--- src/rtl/control_sequencer_pkg.sv ---
// Shared types for the control sequencer: opcodes, FSM states, op classes, strobe bundle.
// Latency: n/a (types and pure helper function only).
// Backpressure: n/a.
package control_sequencer_pkg;

  localparam int OP_W = 5;
  localparam int IR_W = 32;

  localparam logic [OP_W-1:0] OP_LD   = 5'b00000;
  localparam logic [OP_W-1:0] OP_LDI  = 5'b00001;
  localparam logic [OP_W-1:0] OP_ST   = 5'b00010;
  localparam logic [OP_W-1:0] OP_ADD  = 5'b00011;
  localparam logic [OP_W-1:0] OP_SUB  = 5'b00100;
  localparam logic [OP_W-1:0] OP_AND  = 5'b00101;
  localparam logic [OP_W-1:0] OP_OR   = 5'b00110;
  localparam logic [OP_W-1:0] OP_ADDI = 5'b01100;
  localparam logic [OP_W-1:0] OP_ANDI = 5'b01101;
  localparam logic [OP_W-1:0] OP_ORI  = 5'b01110;
  localparam logic [OP_W-1:0] OP_MUL  = 5'b01111;
  localparam logic [OP_W-1:0] OP_DIV  = 5'b10000;
  localparam logic [OP_W-1:0] OP_BR   = 5'b10011;
  localparam logic [OP_W-1:0] OP_JR   = 5'b10100;
  localparam logic [OP_W-1:0] OP_IN   = 5'b10110;
  localparam logic [OP_W-1:0] OP_OUT  = 5'b10111;
  localparam logic [OP_W-1:0] OP_MFHI = 5'b11000;
  localparam logic [OP_W-1:0] OP_MFLO = 5'b11001;
  localparam logic [OP_W-1:0] OP_NOP  = 5'b11010;
  localparam logic [OP_W-1:0] OP_HALT = 5'b11011;

  // T0..T7 are consecutive so the step counter can advance by +1.
  typedef enum logic [3:0] {
    S_RESET, S_T0, S_T1, S_T2, S_T3, S_T4, S_T5, S_T6, S_T7, S_PAUSE, S_HALT
  } state_e;

  typedef enum logic [3:0] {
    C_ALU_R, C_ALU_I, C_MULDIV, C_LDI, C_LD, C_ST, C_BR, C_JR,
    C_IN, C_OUT, C_MFHI, C_MFLO, C_NOP, C_HALT, C_ILLEGAL
  } op_class_e;

  typedef struct packed {
    logic add_op;
    logic sub_op;
    logic mul_op;
    logic div_op;
    logic and_op;
    logic or_op;
  } alu_sel_t;

  // Every datapath control line plus the sequencer status bits.
  typedef struct packed {
    logic PCout;  logic Zlowout; logic Zhighout; logic MDRout; logic Cout;
    logic IN_Portout; logic LOout; logic HIout; logic BAout; logic Rout;
    logic MARIn;  logic PCIn;   logic MDRIn;  logic IRIn;  logic YIn;
    logic IncPC;  logic HiIn;   logic LoIn;   logic CIn;   logic InIn;
    logic OutIn;  logic ZIn;    logic CONIn;  logic RIn;
    logic Gra;    logic Grb;    logic Grc;
    logic read;   logic write;
    logic add;    logic subtract; logic multiply; logic divide;
    logic andSignal; logic orSignal;
    logic run;    logic illegal_op;
  } ctrl_t;

  // Final execute step of each op class; the instruction boundary follows it.
  function automatic state_e last_step(input op_class_e c);
    case (c)
      C_ALU_R, C_ALU_I, C_LDI: return S_T5;
      C_MULDIV, C_BR:          return S_T6;
      C_LD, C_ST:              return S_T7;
      default:                 return S_T3;
    endcase
  endfunction

endpackage

--- src/rtl/control_sequencer_if.sv ---
// Bundle between sequencer and datapath: IR/CON/stop into the sequencer, strobes out.
// Latency: n/a (wires only).
// Backpressure: none; strobes are asserted unconditionally each cycle.
interface control_sequencer_if #(
  parameter int IRW = control_sequencer_pkg::IR_W
);
  import control_sequencer_pkg::*;

  logic [IRW-1:0] ir;
  logic           con_ff;
  logic           stop;
  ctrl_t          ctrl;

  modport master (input ir, con_ff, stop, output ctrl);
  modport slave  (output ir, con_ff, stop, input ctrl);

endinterface

--- src/rtl/control_sequencer_opcode_decoder.sv ---
// Maps the opcode field to an op class and the ALU function it selects.
// Latency: combinational.
// Backpressure: none.
module control_sequencer_opcode_decoder
  import control_sequencer_pkg::*;
#(
  parameter int OPW = OP_W
) (
  input  logic [OPW-1:0] opcode,
  output op_class_e      op_class,
  output alu_sel_t       alu_sel
);

  // Opcode lookup; anything not listed is reported as illegal
  always_comb begin
    op_class = C_ILLEGAL;
    alu_sel  = '0;
    case (opcode)
      OP_LD:   op_class = C_LD;
      OP_LDI:  op_class = C_LDI;
      OP_ST:   op_class = C_ST;
      OP_ADD:  begin op_class = C_ALU_R;  alu_sel.add_op = 1'b1; end
      OP_SUB:  begin op_class = C_ALU_R;  alu_sel.sub_op = 1'b1; end
      OP_AND:  begin op_class = C_ALU_R;  alu_sel.and_op = 1'b1; end
      OP_OR:   begin op_class = C_ALU_R;  alu_sel.or_op  = 1'b1; end
      OP_ADDI: begin op_class = C_ALU_I;  alu_sel.add_op = 1'b1; end
      OP_ANDI: begin op_class = C_ALU_I;  alu_sel.and_op = 1'b1; end
      OP_ORI:  begin op_class = C_ALU_I;  alu_sel.or_op  = 1'b1; end
      OP_MUL:  begin op_class = C_MULDIV; alu_sel.mul_op = 1'b1; end
      OP_DIV:  begin op_class = C_MULDIV; alu_sel.div_op = 1'b1; end
      OP_BR:   op_class = C_BR;
      OP_JR:   op_class = C_JR;
      OP_IN:   op_class = C_IN;
      OP_OUT:  op_class = C_OUT;
      OP_MFHI: op_class = C_MFHI;
      OP_MFLO: op_class = C_MFLO;
      OP_NOP:  op_class = C_NOP;
      OP_HALT: op_class = C_HALT;
      default: op_class = C_ILLEGAL;
    endcase
  end

endmodule

--- src/rtl/control_sequencer.sv ---
// Moore FSM sequencing fetch (T0-T2) and per-class execute steps (T3-T7) for the datapath.
// Latency: 4 to 8 clocks per instruction from T0 through its last execute step.
// Backpressure: stop parks the FSM in PAUSE at the next instruction boundary only.
module control_sequencer
  import control_sequencer_pkg::*;
#(
  parameter int OPW = OP_W,
  parameter int IRW = IR_W
) (
  input logic                 clk,
  input logic                 clr,
  control_sequencer_if.master bus
);

  state_e    state_q, state_d;
  op_class_e cls_q, cls_d, dec_cls, cur_cls;
  alu_sel_t  alu_q, alu_d, dec_alu, cur_alu;
  ctrl_t     ctrl;
  logic      ir_unused;

  assign ir_unused = ^bus.ir[IRW-OPW-1:0];

  control_sequencer_opcode_decoder #(.OPW(OPW)) u_opcode_decoder (
    .opcode   (bus.ir[IRW-1 -: OPW]),
    .op_class (dec_cls),
    .alu_sel  (dec_alu)
  );

  // Class is decoded live in T3 (IR just loaded) and held for the later steps
  always_comb begin
    cur_cls = cls_q;
    cur_alu = alu_q;
    if (state_q == S_T3) begin
      cur_cls = dec_cls;
      cur_alu = dec_alu;
    end
    cls_d = cur_cls;
    alu_d = cur_alu;
  end

  // Next state: linear fetch, class-dependent execute length, boundary check on stop
  always_comb begin
    state_d = state_q;
    case (state_q)
      S_RESET: state_d = S_T0;
      S_T0:    state_d = S_T1;
      S_T1:    state_d = S_T2;
      S_T2:    state_d = S_T3;
      S_T3, S_T4, S_T5, S_T6, S_T7: begin
        if (state_q == S_T3 && cur_cls == C_HALT)  state_d = S_HALT;
        else if (state_q == last_step(cur_cls))    state_d = bus.stop ? S_PAUSE : S_T0;
        else                                       state_d = state_e'(state_q + 4'd1);
      end
      S_PAUSE: state_d = bus.stop ? S_PAUSE : S_T0;
      S_HALT:  state_d = S_HALT;
      default: state_d = S_RESET;
    endcase
  end

  // State and held decode; clr low aborts whatever was in flight
  always_ff @(posedge clk) begin
    if (!clr) begin
      state_q <= S_RESET;
      cls_q   <= C_NOP;
      alu_q   <= '0;
    end else begin
      state_q <= state_d;
      cls_q   <= cls_d;
      alu_q   <= alu_d;
    end
  end

  // Strobe decode from the current step and held op class
  always_comb begin
    ctrl = '0;
    case (state_q)
      S_T0: begin ctrl.run = 1'b1; ctrl.PCout = 1'b1; ctrl.MARIn = 1'b1; ctrl.IncPC = 1'b1; ctrl.ZIn = 1'b1; end
      S_T1: begin ctrl.run = 1'b1; ctrl.Zlowout = 1'b1; ctrl.PCIn = 1'b1; ctrl.read = 1'b1; ctrl.MDRIn = 1'b1; end
      S_T2: begin ctrl.run = 1'b1; ctrl.MDRout = 1'b1; ctrl.IRIn = 1'b1; end
      S_T3, S_T4, S_T5, S_T6, S_T7: begin
        ctrl.run = 1'b1;
        case (cur_cls)
          C_ALU_R, C_ALU_I: begin
            case (state_q)
              S_T3: begin ctrl.Grb = 1'b1; ctrl.Rout = 1'b1; ctrl.YIn = 1'b1; end
              S_T4: begin
                ctrl.ZIn = 1'b1;
                if (cur_cls == C_ALU_R) begin ctrl.Grc = 1'b1; ctrl.Rout = 1'b1; end
                else                          ctrl.Cout = 1'b1;
                ctrl.add       = cur_alu.add_op;
                ctrl.subtract  = cur_alu.sub_op;
                ctrl.andSignal = cur_alu.and_op;
                ctrl.orSignal  = cur_alu.or_op;
              end
              S_T5: begin ctrl.Zlowout = 1'b1; ctrl.Gra = 1'b1; ctrl.RIn = 1'b1; end
              default: ;
            endcase
          end
          C_MULDIV: begin
            case (state_q)
              S_T3: begin ctrl.Gra = 1'b1; ctrl.Rout = 1'b1; ctrl.YIn = 1'b1; end
              S_T4: begin
                ctrl.Grb = 1'b1; ctrl.Rout = 1'b1; ctrl.ZIn = 1'b1;
                ctrl.multiply = cur_alu.mul_op;
                ctrl.divide   = cur_alu.div_op;
              end
              S_T5: begin ctrl.Zlowout = 1'b1; ctrl.LoIn = 1'b1; end
              S_T6: begin ctrl.Zhighout = 1'b1; ctrl.HiIn = 1'b1; end
              default: ;
            endcase
          end
          C_LDI, C_LD, C_ST: begin
            case (state_q)
              S_T3: begin ctrl.Grb = 1'b1; ctrl.BAout = 1'b1; ctrl.YIn = 1'b1; end
              S_T4: begin ctrl.Cout = 1'b1; ctrl.add = 1'b1; ctrl.ZIn = 1'b1; end
              S_T5: begin
                ctrl.Zlowout = 1'b1;
                if (cur_cls == C_LDI) begin ctrl.Gra = 1'b1; ctrl.RIn = 1'b1; end
                else                        ctrl.MARIn = 1'b1;
              end
              S_T6: begin
                ctrl.MDRIn = 1'b1;
                if (cur_cls == C_LD) ctrl.read = 1'b1;
                else begin ctrl.Gra = 1'b1; ctrl.Rout = 1'b1; end
              end
              S_T7: begin
                if (cur_cls == C_LD) begin ctrl.MDRout = 1'b1; ctrl.Gra = 1'b1; ctrl.RIn = 1'b1; end
                else                       ctrl.write = 1'b1;
              end
              default: ;
            endcase
          end
          C_BR: begin
            case (state_q)
              S_T3: begin ctrl.Gra = 1'b1; ctrl.Rout = 1'b1; ctrl.CONIn = 1'b1; end
              S_T4: begin ctrl.PCout = 1'b1; ctrl.YIn = 1'b1; end
              S_T5: begin ctrl.Cout = 1'b1; ctrl.add = 1'b1; ctrl.ZIn = 1'b1; end
              S_T6: begin ctrl.Zlowout = 1'b1; ctrl.PCIn = bus.con_ff; end
              default: ;
            endcase
          end
          C_JR:      begin ctrl.Gra = 1'b1; ctrl.Rout = 1'b1; ctrl.PCIn = 1'b1; end
          C_IN:      begin ctrl.IN_Portout = 1'b1; ctrl.Gra = 1'b1; ctrl.RIn = 1'b1; end
          C_OUT:     begin ctrl.Gra = 1'b1; ctrl.Rout = 1'b1; ctrl.OutIn = 1'b1; end
          C_MFHI:    begin ctrl.HIout = 1'b1; ctrl.Gra = 1'b1; ctrl.RIn = 1'b1; end
          C_MFLO:    begin ctrl.LOout = 1'b1; ctrl.Gra = 1'b1; ctrl.RIn = 1'b1; end
          C_ILLEGAL: ctrl.illegal_op = 1'b1;
          default: ;
        endcase
      end
      default: ;
    endcase
  end

  assign bus.ctrl = ctrl;

endmodule
--- src/flat_wrapper.sv ---
// flat-port wrapper written by rule: the top's interface ports become plain ports
module control_sequencer_flat import control_sequencer_pkg::*;
#(
  parameter int OPW = OP_W,
  parameter int IRW = IR_W
)
  (clk, clr, bus_ir, bus_con_ff, bus_stop, bus_ctrl);
  control_sequencer_if #(.IRW(IRW)) bus_i ();
  input logic clk;
  input logic clr;
  input wire logic [$bits(bus_i.ir)-1:0] bus_ir;
  input wire logic [$bits(bus_i.con_ff)-1:0] bus_con_ff;
  input wire logic [$bits(bus_i.stop)-1:0] bus_stop;
  output wire logic [$bits(bus_i.ctrl)-1:0] bus_ctrl;
  assign bus_i.ir = bus_ir;
  assign bus_i.con_ff = bus_con_ff;
  assign bus_i.stop = bus_stop;
  assign bus_ctrl = bus_i.ctrl;
  control_sequencer #(.OPW(OPW), .IRW(IRW)) u_core (.clk(clk), .clr(clr), .bus(bus_i));
endmodule
--- config.mk ---
export PLATFORM = sky130hd
export DESIGN_NAME = control_sequencer_flat
export DESIGN_NICKNAME = d
export VERILOG_FILES = /design/src/rtl/control_sequencer_pkg.sv /design/src/rtl/control_sequencer_if.sv /design/src/rtl/control_sequencer_opcode_decoder.sv /design/src/rtl/control_sequencer.sv /design/src/flat_wrapper.sv
export SDC_FILE = /design/constraint.sdc
export NUM_CORES = 1
export LEC_CHECK = 0
export ABC_AREA = 1
export CAP_MARGIN = 10
export CORE_MARGIN = 2
export CORE_UTILIZATION = 43
export CTS_CLUSTER_DIAMETER = 30
export DETAILED_ROUTE_END_ITERATION = 10
export PLACE_DENSITY_LB_ADDON = 0.15
export REMOVE_ABC_BUFFERS = 1
export SLEW_MARGIN = 20
export SYNTH_ARGS = -nofsm -noshare
export SYNTH_HDL_FRONTEND = slang
export SYNTH_SLANG_ARGS = --single-unit
--- constraint.sdc ---
create_clock -name clk -period 4.1 [get_ports clk]
set_input_delay 1.025 -clock clk [delete_from_list [all_inputs] [get_ports clk]]
set_output_delay 1.025 -clock clk [all_outputs]
set_load 0.02 [all_outputs]
### Yosys cells after proc, flatten, opt, wreduce, memory -nomap -nowiden

Index checks and enable logic that the tools add are counted.

| storage, ports and cells | value |
|---|---|
| flip-flop bits (word level) | 14 |
| bits in latches | 0 |
| RAM bits | 0 |
| bits in read-only memories | 0 |
| bits of input ports | 36 |
| output and inout port bits | 37 |
| logic and storage cells | 164 |
| memories | 0 |

| operators by class | value |
|---|---|
| add/subtract/negate cells | 1 |
| multiply operators | 0 |
| divide/modulo/power cells | 0 |
| order comparisons | 0 |
| eq/ne operators | 43 |
| shifts and indexed selects | 0 |
| multiplexer cells | 89 |
| bitwise operators | 0 |
| reduce and logical (&&, ||, !) cells | 23 |

Operators with widths:

| operator | number |
|---|---|
| $pmux W4 S14 | 1 |
| $eq A5 B5 Y1 const B | 9 |
| $mux W1 | 45 |
| $eq A4 B4 Y1 const B | 9 |
| $eq A4 B3 Y1 const B | 8 |
| $pmux W4 S7 | 1 |
| $pmux W1 S2 | 13 |
| $mux W4 | 6 |
| $mux W2 | 11 |
| $eq A5 B4 Y1 const B | 4 |
| $reduce_or A2 Y1 | 9 |
| $eq A4 B2 Y1 const B | 4 |
| $eq A5 B3 Y1 const B | 3 |
| $reduce_or A5 Y1 | 3 |
| $mux W6 | 2 |
| $pmux W1 S3 | 4 |
| $pmux W4 S3 | 1 |
| $reduce_or A3 Y1 | 4 |
| $eq A5 B2 Y1 const B | 2 |
| $eq A4 B1 Y1 const B | 2 |
| $logic_not A4 Y1 | 2 |
| $reduce_or A8 Y1 | 1 |
| $mux W7 | 1 |
| $reduce_or A6 Y1 | 1 |
| other kinds (10) | 10 |

### Depth between registers and ports, before layout

Gate-level depths: netlist (run 1).

| depth | value |
|---|---|
| word-level depth | 13 |
| gate-level depth with buffers | 18 |

### By module

Synthesis (run 1) repeated with hierarchy kept, for this count alone.

| unflattened totals | value |
|---|---|
| cells, all modules | 269 |
| area, all modules | 1579.0 µm² |

By module, submodules not included:

| module | times used | cells an instance | area an instance (µm²) | seq. area each (µm²) |
|---|---|---|---|---|
| control_sequencer | 1 | 215 | 1322.5 | 280.3 |
| control_sequencer_opcode_decoder | 1 | 54 | 256.5 | 0.0 |

### Worst setup path after synthesis (run 1)

Ideal clock, no wire load.

| timing | value |
|---|---|
| kind | input -> output |
| start point | input bus_ir[30] |
| end point | output bus_ctrl[22] |
| arrival time | 2739 ps |
| setup slack | 336 ps |
| cell stages on the path | 13 |
| buffers on the path | 0 |
| cells stage by stage | nor2_2 -> nand2_1 -> o21ai_1 -> nand2_1 -> nand4_1 -> nand2_1 -> nand2_8 -> nand2_2 -> nor2_2 -> a21oi_4 -> nand2_2 -> nor2_2 -> o21ai_0 |

| on the way | value |
|---|---|
| word-level cells in the longest chain between the ends | 8 |

RTL lines:

| what | RTL line | RTL |
|---|---|---|
| start, declared | flat_wrapper.sv:11 | `input wire logic [$bits(bus_i.ir)-1:0] bus_ir;` |
| $eq A5 B3 Y1, or another cell as far along | control_sequencer_opcode_decoder.sv:18 | `case (opcode)` |
| $reduce_or A4 Y1 (no source line), or another cell as far along | n/a |  |
| $pmux W4 S14 (*) | control_sequencer_opcode_decoder.sv:18 |  |
| $mux W4 (*) | control_sequencer.sv:33 | `if (state_q == S_T3) begin` |
| $eq A4 B1 Y1, or another cell as far along | control_sequencer.sv:82 | `case (cur_cls)` |
| $reduce_or A6 Y1 (no source line) | n/a |  |
| $pmux W1 S2 (*) | control_sequencer.sv:82 |  |
| $mux W1 (*) | control_sequencer.sv:76 | `case (state_q)` |
| end, declared | flat_wrapper.sv:14 | `output wire logic [$bits(bus_i.ctrl)-1:0] bus_ctrl;` |

Every way passes the cells marked *; elsewhere a longest branch is shown, timed or not.

### Worst setup path in the final report (run 1)

| timing | value |
|---|---|
| start point | input bus_ir[31] |
| end point | output bus_ctrl[15] |

| on the way | value |
|---|---|
| word-level cells in the longest chain between the ends | 8 |

RTL lines:

| what | RTL line |
|---|---|
| $eq A5 B3 Y1, or another cell as far along | control_sequencer_opcode_decoder.sv:18 |
| $reduce_or A4 Y1 (no source line), or another cell as far along | n/a |
| $pmux W4 S14 (*) | control_sequencer_opcode_decoder.sv:18 |
| $mux W4 (*) | control_sequencer.sv:33 |
| $eq A4 B1 Y1, or another cell as far along | control_sequencer.sv:82 |
| $reduce_or A6 Y1 (no source line) | n/a |
| $pmux W1 S2 (*) | control_sequencer.sv:82 |
| $pmux W1 S2 (*) | control_sequencer.sv:76 |

Marks and branches as above.

==> impl_metrics.py, run 1 <==
metrics = {
    "placed_design": {
        "pre_cts_ws_ns": -0.705,
        "port_buffers": 43,
        "hpwl_mm": 4.26,
        "gp_congestion": 0.910,
    },
    "yosys": {
        "ys_top_cells_by_count": "55 x nand2_1, 48 x nor2_1, 34 x inv_1",
        "synth.most_common_cell": "nand2_1",
        "post_synth_num_cell_types": 36,
        "synth_mux_area_share_pct": 0,
        "synthAdderAreaFrac_pct": 2.92,
        "synthXorXnorAreaFrac_pct": 1.02,
        "ys_ff_latch": 14,
        "synth.top_cell.area_share_pct": 16.4,
        "synth_top_family_by_area": "simple AND/OR/NAND/NOR gates",
        "synth_edf_count": 0,
        "synth_ff_type": "dfxtp_1",
        "syn-instance-count": 279,
        "synthSimpleGateAreaFrac_pct": 53.7,
        "avgSynthCellArea_sq_um": 6.14,
        "seq_area_frac_synth_pct": 16.4,
        "ys_top_cells_by_area": "dfxtp_1 16%, nand2_1 12%, nor2_1 11%",
        "async_flop_share_pct": 0,
        "synth_compound_area_share_pct": 14.4,
        "syn-cell-area_sq_um": 1710,
        "yosysWarningCount": 0,
        "synth_top_cell_by_area": "dfxtp_1",
    },
    "min_path": {
        "whs_endpoint": "u_core.alu_q[4]",
        "hold_path_class": "register to register",
        "holdPathStages": 2,
        "hold_start": "u_core.alu_q[4]",
    },
    "cts": {
        "clkLatencyLatePin_ns": 0.25,
        "cts_root_buf": "clkbuf_8",
        "htree_levels": 1,
        "cts_buffers": 3,
        "ctsHoldBuffers": 0,
        "cts_tree": "built",
        "clk_pin_slew_ns": 0.05,
        "clock_path_buffers": 2,
        "numClockSinks": 14,
    },
    "route": {
        "drc": 0,
        "drt-initial-drc-count": 131,
        "wl_per_cell_um": 12.7,
        "drtAntennaViolNets": 0,
        "vias": 2090,
        "first_pass_iters": 4,
        "wirelength_mm": 5.47,
        "via_per_inst": 4.86,
    },
    "cells_and_area": {
        "diodes": 0,
        "fill_cells": 324,
        "fin_nets": 424,
        "area_growth_pct": 56.8,
        "drive_above_1_share_pct": 40.1,
    },
    "floorplanning": {
        "start_util_pct": 45.8,
        "die_h_um": 67.1,
        "rows": 22,
        "die_w_um": 67.1,
        "die_area_sq_um": 4500,
        "io_pins": 73,
        "core_sq_um": 3740,
    },
    "timing": {
        "hold_violations": 0,
        "min_period_ns": 3.98,
        "fin_worst_skew_ns": 0.00533,
        "hold_ws_ns": 0.498,
        "drv_slew": 0,
        "fmax_mhz": 251,
        "tns_ns": 0,
        "setup_ws_ns": 0.123,
        "finalSetupViolations": 0,
        "fin_crit_sh_pct": 97.0,
    },
    "job": {
        "max_cap_viol_count": 0,
    },
    "grt": {
        "grt_overflow": 0,
        "grt_max_degree": 13,
        "grt_pass1_wl_mm": 8.71,
        "grtUsageTotal_pct": 25.0,
        "antenna_found_initial": 0,
        "grt_pass1_vias": 1926,
    },
    "setup_path": {
        "r2r.worst_path.cells": 14,
        "crit_arrival_ns": 2.95,
        "slowest_delay_ns": 0.19,
        "required_ns": 3.07,
        "reg2reg_to": "u_core.state_q[2]",
        "crit_chain": "clkbuf_2, buf_6, buf_4, nand2_1, nor2_1, nor2_1, nand3_2, nor2_4, nand2_4, nand2_8, inv_2, nand2_4, nor2_4, a21oi_4, nand2_2, nor2_4, o221ai_1, buf_4",
        "path_buf_inv": 5,
        "cpMostUsedCell": "nor2_4",
        "crit_slowest_cell": "a21oi_4",
        "end_kind": "primary output",
        "critical_path_class": "input pin to primary output",
        "crit_fanout": 5,
        "rrSetupSlack_ns": 1.36,
        "cp-start-kind": "input pin",
        "r2r_start": "u_core.state_q[0]",
        "crit_family": "simple AND/OR/NAND/NOR gates",
    },
    "pwr": {
        "p_leak_nw": 1.43,
        "powerDensity_nw_per_um2": 232,
        "ir_worst_vdd_mv": 0.256,
    },
    "status": {
        "outcome": "completed",
    },
}
-- power breakdown --
| part | internal, mW | leakage (nW) | switching, mW |
|---|---|---|---|
| logic | 0.143 | 1.30 | 0.212 |
| registers | 0.147 | 0.113 | 0.00997 |
| clock network | 0.0649 | 0.0216 | 0.0467 |
| total | 0.355 | 1.43 | 0.269 |
-- cells by family after synthesis --
| group | count (synthesis) |
|---|---|
| AND/OR/NAND/NOR | 173 |
| buffers and inverters | 48 |
| AO/OA/AOI/OAI | 37 |
| flip-flops | 14 |
| adder cells (fa/ha/maj) | 4 |
| XOR/XNOR | 2 |
| other | 1 |
-- placed cells by master, fill, tap and decap left out, types with 7 or more instances in the layout --
cell type / instances
nand2_2: 12
nor2_1: 44
dlygate4sd2_1: 14
dfxtp_1: 14
nor2_2: 7
inv_2: 7
nor3_1: 7
inv_1: 33
nand2_1: 51
nor2_4: 10
buf_4: 65
clkbuf_2: 7
buf_2: 9
nand3_1: 15
o21ai_0: 12
-- stage by stage --
stage	cell area, sq um	total power, mW	util [%]	std cells
floorplan	1680	0.362	-	273
global placement	2590	0.512	69.3	421
detailed placement	2590	0.517	69.3	421
CTS	2650	0.620	70.7	426
global route	2690	0.673	71.8	430
finish	2690	0.624	71.8	430
-- worst register-to-register path, stage by stage (launching register included) --
cell and delay, ns:
dfxtp_1 0.41, inv_1 0.10, ha_1 0.22, inv_1 0.09, nor2_2 0.07, buf_4 0.16
or2_2 0.33, nand2_8 0.11, buf_4 0.16, nand2_2 0.08, buf_4 0.14, nor3_1 0.33
nor2_1 0.13, a31oi_1 0.22, nor2_1 0.06
-- worst max-delay path by stage --
stage,from,cells after the start,endpoint
2_1_floorplan,bus_ir[30],13,bus_ctrl[22]
3_3_place_gp,bus_ir[27],16,bus_ctrl[32]
3_5_place_dp,bus_ir[29],19,bus_ctrl[12]
4_1_cts,bus_ir[30],16,bus_ctrl[7]
5_1_grt,bus_ir[29],18,bus_ctrl[15]
6_report,bus_ir[31],18,bus_ctrl[15]
-- state kept, by name (all words and copies together) (netlist names) --
signal          flops
u_core.alu_q        6
u_core.cls_q        4
u_core.state_q      4
-- cell type report --
type	instances	area (sq um)	area share, %
Multi-Input combinational cell	218	1340	50.0
Tap cell	48	60.1	2.24
Timing Repair Buffer	106	805	29.9
Clock buffer	3	41.3	1.54
Inverter	41	156	5.82
Sequential cell	14	280	10.4
-- routing by layer --
| layer | GRT usage (%) | part of all wire [%] | wire length [um] |
|---|---|---|---|
| met5 | 0 | 0 | 0 |
| met4 | 4.08 | 0.60 | 33 |
| met3 | 3.55 | 5.3 | 291 |
| met1 | 35.0 | 46 | 2530 |
| met2 | 41.3 | 48 | 2620 |
-- repair_timing --
item                       CTS  global route
cloned                       0             1
buffers inserted             2             3
resized for setup           98            35
pin swaps                    7            15
setup endpoints to repair   32            31
Power figures use the tool's default switching activity.
==> inputs of run 2 (changes only) <==
--- a/config.mk
+++ b/config.mk
@@ -10,6 +10,7 @@
 export CORE_MARGIN = 2
 export CORE_UTILIZATION = 43
 export CTS_CLUSTER_DIAMETER = 30
+export CTS_CLUSTER_SIZE = 20
 export DETAILED_ROUTE_END_ITERATION = 10
 export PLACE_DENSITY_LB_ADDON = 0.15
 export REMOVE_ABC_BUFFERS = 1
==> results of run 2 <==
Same layout as run 1: the final DEF is identical, and so are final timing and power.
==> inputs of run 3 (changes only) <==
--- a/config.mk
+++ b/config.mk
@@ -8,7 +8,7 @@
 export ABC_AREA = 1
 export CAP_MARGIN = 10
 export CORE_MARGIN = 2
-export CORE_UTILIZATION = 43
+export CORE_UTILIZATION = 39
 export CTS_CLUSTER_DIAMETER = 30
 export CTS_CLUSTER_SIZE = 20
 export DETAILED_ROUTE_END_ITERATION = 10
==> constraint.sdc (replaced) <==
create_clock -name clk -period 3.65 [get_ports clk]
set_input_delay 0.9125 -clock clk [delete_from_list [all_inputs] [get_ports clk]]
set_output_delay 0.9125 -clock clk [all_outputs]
set_load 0.02 [all_outputs]
==> run 3 against run 2 <==
- the flow now finishes with violations (negative setup slack)
- clock power rose by 36%
- global-route usage fell by 2.1 points
- register-to-register slack got worse by 0.38 ns
- non-clock buffer count rose by 16
==> impl_metrics.py, run 3 (synthesis gave the netlist of run 1 again) <==
metrics = {
    "grt": {
        "antenna_found_initial": 0,
        "grt_pass1_wl_mm": 9.29,
        "grt_max_degree": 13,
        "grtUsageTotal_pct": 22.9,
        "grt_pass1_vias": 2028,
        "grt_overflow": 0,
    },
    "floorplanning": {
        "die_area_sq_um": 4940,
        "die_h_um": 70.3,
        "io_pins": 73,
        "rows": 24,
        "die_w_um": 70.3,
        "start_util_pct": 39.9,
        "core_sq_um": 4290,
    },
    "setup_path": {
        "crit_arrival_ns": 2.81,
        "end_kind": "primary output",
        "required_ns": 2.74,
        "critical_path_class": "input pin to primary output",
        "crit_start": "bus_ir[30]",
        "crit_fanout": 6,
        "r2r_start": "u_core.state_q[0]",
        "cp-start-kind": "input pin",
    },
    "timing": {
        "max_slew.worst_pin.slew_ns": 0.524,
        "slew_headroom_pct": 65.0,
        "finalSetupViolations": 11,
        "drv_slew": 0,
        "fin_crit_sh_pct": 102,
        "hold_violations": 0,
        "min_period_ns": 3.72,
        "grt_setup_unrepaired": "true",
        "setup_ws_ns": -0.0725,
        "fmax_mhz": 269,
        "fin_worst_skew_ns": 0.00426,
        "tns_ns": -0.398,
    },
    "route": {
        "first_pass_iters": 5,
        "drtAntennaViolNets": 0,
        "drt-initial-drc-count": 164,
        "wirelength_mm": 5.84,
        "wl_per_cell_um": 12.9,
        "vias": 2226,
        "drc": 0,
        "via_per_inst": 4.94,
    },
    "min_path": {
        "hold_path_class": "register to register",
        "hold_start": "u_core.alu_q[1]",
    },
    "cells_and_area": {
        "diodes": 0,
        "reg_top3": "u_core.alu_q x6, u_core.cls_q x4, u_core.state_q x4",
        "largest_reg_flops": 6,
        "layout_commonest_cell": "buf_4",
        "final_cell_area_sq_um": 2950,
        "fin_nets": 440,
        "final_cell_mix": "76 x buf_4, 41 x nand2_1, 41 x nor2_1",
        "regMostFlops": "u_core.alu_q",
        "area_growth_pct": 72.1,
        "layout.cells.non_filler": 451,
        "drive_above_1_share_pct": 50.4,
    },
    "status": {
        "violations": "negative setup slack",
        "outcome": "finished with violations",
    },
    "placed_design": {
        "dpl_cell_area_sq_um": 2620,
        "gp_congestion": 0.848,
        "dp.cells": 426,
        "port_buffers": 43,
        "hpwl_mm": 4.20,
    },
    "pwr": {
        "report.power.total_mw": 0.776,
        "ir_worst_vdd_mv": 0.182,
        "powerDensity_nw_per_um2": 263,
        "p_leak_nw": 1.52,
    },
    "cts": {
        "ctsHoldBuffers": 0,
        "clock_path_buffers": 2,
        "clkLatencyLatePin_ns": 0.24,
        "cts_buffers": 3,
        "cts_tree": "built",
        "clk_pin_slew_ns": 0.06,
        "cts_root_buf": "clkbuf_8",
        "numClockSinks": 14,
        "htree_levels": 1,
    },
    "job": {
        "max_cap_viol_count": 0,
    },
}
==> run 3: cell types whose count changed in the layout (fill, tap and decap cells not counted), moves of 3 or more <==
cell           change
buf_6             +15
dlygate4sd2_1     -14
buf_4             +11
nand2_1           -10
nand2_2            +7
nor2_4             +4
o21ai_0            -4
buf_2              +3
inv_4              +3
nand2_4            +3
nor2_1             -3
o21ai_1            +3
==> run 3: final timing paths <==
kind,slack [ns],end,cells past startpoint
min reg2reg,0.51,u_core.alu_q[1],2
max,-0.07,bus_ctrl[32],17
min,0.51,u_core.alu_q[1],2
max reg2reg,0.98,u_core.state_q[2],15
==> run 3: final cells by class <==
| class | instances | area (sq um) |
|---|---|---|
| tap | 52 | 65.1 |
| fill | 386 | 1350 |
| inverter | 41 | 164 |
| timing repair buffer | 122 | 968 |
| sequential | 14 | 280 |
| clock buffer | 4 | 55.1 |
| multi-input combinational | 218 | 1420 |
==> run 3: per-layer routing <==
layer	share of wire (%)	vias up	track usage, %
li1	-	1127	-
met1	45	1028	32.2
met2	49	63	38.1
met3	4.9	8	2.02
met4	1.2	0	4.91
met5	0	-	0
==> run 3: worst max-delay path, cell delays in order <==
cell and delay [ns]:
buf_8 0.10, nor2_4 0.23, buf_6 0.14, nand3_2 0.09, nand2_4 0.10, nor2_4 0.05, nand3_4 0.12, nand2_4 0.08
nand2_8 0.09, inv_4 0.04, nand2_4 0.07, nor2_4 0.05, a21oi_4 0.20, inv_2 0.07, a22oi_2 0.17, o21ai_1 0.11
buf_2 0.17
==> run 3: power by group <==
group / total (mW) / switching, mW / internal [mW]
sequential: 0.170 / 0.00507 / 0.165
clock: 0.152 / 0.0563 / 0.0955
combinational: 0.455 / 0.260 / 0.195
total: 0.776 / 0.321 / 0.455
==> run 3: timing repair <==
item / in CTS / in global routing
pin swaps: 24 / 27
resized for setup: 169 / 68
gates cloned: 1 / 0
buffers inserted: 10 / 10
setup endpoints to repair: 32 / 33
==> run 3: stage by stage <==
stage                     utilization [%]  hold WS [ns]  setup WS (ns)
final                                68.6         0.512        -0.0725
after global placement               61.0         0.487         -0.952
after detailed placement             61.0         0.503         -0.978
after CTS                            64.4         0.521        -0.0739
after global routing                 68.6         0.563         -0.185
after floorplan                         -         0.451         0.0997
==> variant 1, RTL diff (config.mk and constraints of run 2) <==
Add an input register stage for `clr`; this delays it by one clock. The other inputs are not delayed to match.
--- a/src/rtl/control_sequencer.sv
+++ b/src/rtl/control_sequencer.sv
@@ -11,6 +11,12 @@
   input logic                 clr,
   control_sequencer_if.master bus
 );
+
+  logic clr_q;
+
+  always_ff @(posedge clk) begin
+    clr_q <= clr;
+  end
 
   state_e    state_q, state_d;
   op_class_e cls_q, cls_d, dec_cls, cur_cls;
@@ -59,7 +65,7 @@
 
   // State and held decode; clr low aborts whatever was in flight
   always_ff @(posedge clk) begin
-    if (!clr) begin
+    if (!clr_q) begin
       state_q <= S_RESET;
       cls_q   <= C_NOP;
       alu_q   <= '0;
Check against the original RTL: not equivalent (Yosys sat finds a counterexample within 4 cycles, from zero or initial values).
==> variant 1 against run 2 <==
- routed wire length is 5.6% lower
- via count up 0.86%
- sequential cell count is 1 higher
- power shrank 0.60%
- highest routed layer unchanged
- area after synthesis shrank 5.4%
- worst setup slack got worse by 19 ps
- design area is 6.5% lower
- largest cell class unchanged
- critical path type unchanged
- hold slack got worse by 94 ps
- non-clock buffer count shrank 5
==> variant 1: results (changes against run 2) <==
The flow ran to the end, and the final reports show no timing, DRC or antenna violations. The HPWL after detailed placement was 4.22 mm (was 4.26 mm). The critical path data arrival time is 2970 ps (was 2950 ps). The setup slack at placement was -790 ps (was -705 ps). For the combined global-route utilization of all metal layers, the log shows 26.4% (was 25.0%). The highest cell delay on the worst timing path was 210 ps (was 190 ps).

The number of global-route vias before repair is 1,933 (was 1,926), and the portion of the post-synthesis area used by sequential elements is 18.5% (was 16.4%). For the count of distinct cell types in the synthesized netlist, the log shows 36 (unchanged). The routability congestion estimate was 0.947 (was 0.910). The worst hold path depth is 1 (was 2). The run gives 1.25 ps (was 5.33 ps) as the final clock skew.

The slowest library cell on the worst path was sky130_fd_sc_hd__o21ai_1 (was sky130_fd_sc_hd__a21oi_4). The count of routing violations after the opening detailed-route iteration is 107 (was 131). The tools report the maximum number of pins on one net before global-route repair as 15 (was 13). Number of fillers in the final layout: 359 (was 324).

The global-route wire length before repair was 8.83 mm (was 8.71 mm); the number of cells traversed by the worst register-to-register path was 16 (was 14). The number of nets in the layout was 419 (was 424). The routed length per placed instance was 12.1 µm (was 12.7 µm).

The worst voltage drop across the vdd grid was 212 µV (was 256 µV); the via density per instance was 4.95 (was 4.86). Leading cell types by count after synthesis: sky130_fd_sc_hd__nand2_1 (63), sky130_fd_sc_hd__nor2_1 (47), sky130_fd_sc_hd__inv_1 (32), sky130_fd_sc_hd__nand3_1 (22), sky130_fd_sc_hd__o21ai_0 (18) (was sky130_fd_sc_hd__nand2_1 (55), sky130_fd_sc_hd__nor2_1 (48), sky130_fd_sc_hd__inv_1 (34), sky130_fd_sc_hd__nand3_1 (20), sky130_fd_sc_hd__dfxtp_1 (14)). The fraction of layout instances using a drive strength above 1 came out at 39.2% (was 40.1%).

The number of antenna violations at the first check in global routing is 0 (unchanged). Synth top area cells: sky130_fd_sc_hd__dfxtp_1 (19%), sky130_fd_sc_hd__nand2_1 (15%), sky130_fd_sc_hd__nor2_1 (11%) (was sky130_fd_sc_hd__dfxtp_1 (16%), sky130_fd_sc_hd__nand2_1 (12%), sky130_fd_sc_hd__nor2_1 (11%)). The maximum fanout along the worst path works out to 5 (unchanged).
[variant 1: path summary, 6_finish.rpt]
kind,start,slack [ps],endpoint
worst min register to register,u_core.clr_q,400,u_core.cls_q[2]
worst max-delay path,bus_ir[30],100,bus_ctrl[12]
worst max register to register,u_core.state_q[0],1330,u_core.state_q[2]
worst min-delay path,u_core.clr_q,400,u_core.cls_q[2]
[variant 1: final cells by class]
type | count | area [µm²] | area share, %
Clock buffer | 3 | 41.3 | 1.64
Clock inverter | 1 | 7.51 | 0.299
Inverter | 42 | 158 | 6.27
Multi-Input combinational cell | 216 | 1210 | 48.1
Sequential cell | 15 | 300 | 12.0
Tap cell | 48 | 60.1 | 2.39
Timing Repair Buffer | 101 | 738 | 29.4
[variant 1: repair_timing]
item                                    CTS  global route
endpoints found under the setup margin   32            31
setup buffers                             0             1
pin swaps                                 3             6
gates resized for setup                 100            53
hold buffers                              0             0
[variant 1: power groups by stage]
| stage | clock, mW | combinational [mW] | sequential, mW |
|---|---|---|---|
| after global routing | 0.137 | 0.358 | 0.174 |
| after floorplan | 0 | 0.190 | 0.169 |
| after detailed placement | 0 | 0.336 | 0.174 |
| after CTS | 0.126 | 0.323 | 0.170 |
| final | 0.124 | 0.325 | 0.171 |
| after global placement | 0 | 0.332 | 0.173 |
[variant 1: cell families (layout without fill, tap and decap cells)]
group	Yosys count	in the layout	share of synthesized area (%)
XOR/XNOR	1	1	0.541
flip-flops	15	15	18.5
adder cells (fa/ha/maj)	4	4	3.09
AND/OR/NAND/NOR	168	168	49.3
other	1	2	0.231
AO/OA/AOI/OAI	41	41	15.1
buffers and inverters	50	147	13.3
[variant 1: metrics by stage]
stage,hold WS (ps),instances
2_1_floorplan,379,273
3_3_place_gp,387,421
3_5_place_dp,394,421
4_1_cts,410,425
5_1_grt,443,426
6_report,403,426
[variant 1: routing by layer]
metal | up-vias | global-route usage [%] | wire length (µm) | share of wire [%]
met4 | 0 | 5.21 | 14 | 0.27
met5 | - | 0 | 0 | 0
li1 | 1083 | - | - | -
met1 | 983 | 36.3 | 2430 | 47
met3 | 2 | 3.25 | 248 | 4.8
met2 | 40 | 44.5 | 2470 | 48
==> variant 2, RTL diff (settings of run 2) <==
Made on the original files. Change the package constant `OP_W` from 5 to 10.
--- a/src/rtl/control_sequencer_pkg.sv
+++ b/src/rtl/control_sequencer_pkg.sv
@@ -3,7 +3,7 @@
 // Backpressure: n/a.
 package control_sequencer_pkg;
 
-  localparam int OP_W = 5;
+  localparam int OP_W = 10;
   localparam int IR_W = 32;
 
   localparam logic [OP_W-1:0] OP_LD   = 5'b00000;
Formal check against the unedited RTL: not equivalent (a bounded check fails within 10 cycles, from zero or initial values).
==> variant 2 against run 2 <==
- the flow now finishes with violations (setup timing)
- critical path depth increased by 1
- sequential cell count unchanged
- area after synthesis increased by 3.4%
- die area increased by 3.2%
- worst setup slack got worse by 140 ps
- sequential share of layout area decreased by 1.1 points
- register-to-register slack got worse by 80 ps
- design area increased by 12%
- power about the same
- routed wire length increased by 19%
- count of clock-buffer cells in the layout increased by 1
- utilization increased by 3.8 points
- critical endpoint is now bus_ctrl[27]
- largest cell class unchanged
- largest power group unchanged
==> variant 2: results (changes against run 2) <==
HPWL after detailed placement: 4.59 mm (was 4.26 mm). The vias after detailed routing is 2,426 (was 2,090). The hold path startpoint was u_core.alu_q[1] (was u_core.alu_q[4]). For the final setup violation count, the log shows 1 (was 0).

The endpoint of the worst hold path was u_core.alu_q[1] (was u_core.alu_q[4]). The routed length per placed instance was 13.8 µm (was 12.7 µm). The slack of the critical path was -14.9 ps (was 123 ps); the count of mapped cells out of synthesis was 310 (was 279). The tools report the number of nets in the layout as 463 (was 424). The number of global-route vias before repair was 2,180 (was 1,926).

The worst hold slack is 490 ps (was 498 ps), and the leakage dissipation is 1.50 nW (was 1.43 nW). The final clock skew was 1.87 ps (was 5.33 ps); the count of input and output buffers was 48 (was 43). The slowest library cell on the worst path is sky130_fd_sc_hd__clkdlybuf4s15_2 (was sky130_fd_sc_hd__a21oi_4). The logs give 195 (was 98) for the number of gates resized after CTS and 321 (was 324) for the number of fillers in the final layout. The combined global-route utilization of all metal layers was 27.3% (was 25.0%).

The number of cells traversed by the worst register-to-register path came out at 17 (was 14). The tools report the critical path data arrival time as 3090 ps (was 2950 ps). The fraction of layout instances using a drive strength above 1 came out at 51.2% (was 40.1%). The tools report the count of routing violations after the opening detailed-route iteration as 141 (was 131).

The flow ran to the end, but the final reports show violations. The capture instance of the worst register-to-register path was u_core.state_q[3] (was u_core.state_q[2]). Total cell area at the placement stage: 2680 µm² (was 2590 µm²). The count of buffers added by post-CTS timing repair for setup came out at 4 (was 2). The checks that failed: setup timing. The reg-to-reg setup timing slack is 1280 ps (was 1360 ps). The maximum fanout along the worst path was 4 (was 5).

The routability congestion estimate was 1.01 (was 0.910); the portion of the post-synthesis area used by sequential elements was 15.8% (was 16.4%). Leading cell types by count after synthesis: sky130_fd_sc_hd__nand2_1 (62), sky130_fd_sc_hd__nor2_1 (58), sky130_fd_sc_hd__inv_1 (43), sky130_fd_sc_hd__nand3_1 (17), sky130_fd_sc_hd__o21ai_0 (15) (was sky130_fd_sc_hd__nand2_1 (55), sky130_fd_sc_hd__nor2_1 (48), sky130_fd_sc_hd__inv_1 (34), sky130_fd_sc_hd__nand3_1 (20), sky130_fd_sc_hd__dfxtp_1 (14)). The tools report the global-route wire length before repair as 9.52 mm (was 8.71 mm).

The run gives -14.9 ps (was 0 ps) as the final-layout setup total negative slack. Synth top area cells: sky130_fd_sc_hd__dfxtp_1 (16%), sky130_fd_sc_hd__nand2_1 (13%), sky130_fd_sc_hd__nor2_1 (12%) (was sky130_fd_sc_hd__dfxtp_1 (16%), sky130_fd_sc_hd__nand2_1 (12%), sky130_fd_sc_hd__nor2_1 (11%)). For the worst voltage drop across the vdd grid, the log shows 222 µV (was 256 µV).
-- variant 2: cell type report --
cell class / count / area, µm² / area share [%]
Timing Repair Buffer: 113 / 845 / 28.2
Clock buffer: 4 / 55.1 / 1.84
Tap cell: 50 / 62.6 / 2.09
Sequential cell: 14 / 280 / 9.35
Inverter: 54 / 213 / 7.09
Multi-Input combinational cell: 237 / 1540 / 51.5
-- variant 2: worst max-delay path by stage --
stage                     startpoint           end  slack [ps]
final                     bus_ir[27]  bus_ctrl[27]         -10
after global routing      bus_ir[29]  bus_ctrl[12]        -140
after CTS                 bus_ir[25]  bus_ctrl[22]         0.3
after detailed placement  bus_ir[24]  bus_ctrl[12]        -880
after global placement    bus_ir[24]  bus_ctrl[12]        -870
after floorplan           bus_ir[31]  bus_ctrl[12]         330
-- variant 2: kinds of logic (layout without fill, tap and decap cells) --
family | after synthesis | in the layout | synth area share [%]
other | 1 | 2 | 0.212
AO/OA/AOI/OAI | 41 | 41 | 14.6
XOR/XNOR | 1 | 1 | 0.495
adder cells (fa/ha/maj) | 4 | 4 | 2.83
flip-flops | 14 | 14 | 15.8
buffers and inverters | 60 | 171 | 13.4
AND/OR/NAND/NOR | 189 | 189 | 52.7
-- variant 2: power breakdown --
group,switching (mW),internal (mW),total [mW]
clock,0.0551,0.0852,0.140
sequential,0.00651,0.146,0.153
combinational,0.199,0.132,0.331
total,0.261,0.363,0.624
-- variant 2: metal layers --
metal	routed length [µm]	vias up	global-route usage (%)
met5	0	-	0
met4	107	0	7.00
met3	348	12	5.10
met2	3280	86	48.3
met1	2790	1132	33.6
li1	-	1196	-
-- variant 2: worst min-delay path, stage by stage (launching register included) --
cell	delay, ps
sky130_fd_sc_hd__dfxtp_1	310
sky130_fd_sc_hd__a32oi_1	70
sky130_fd_sc_hd__nor2_1	80
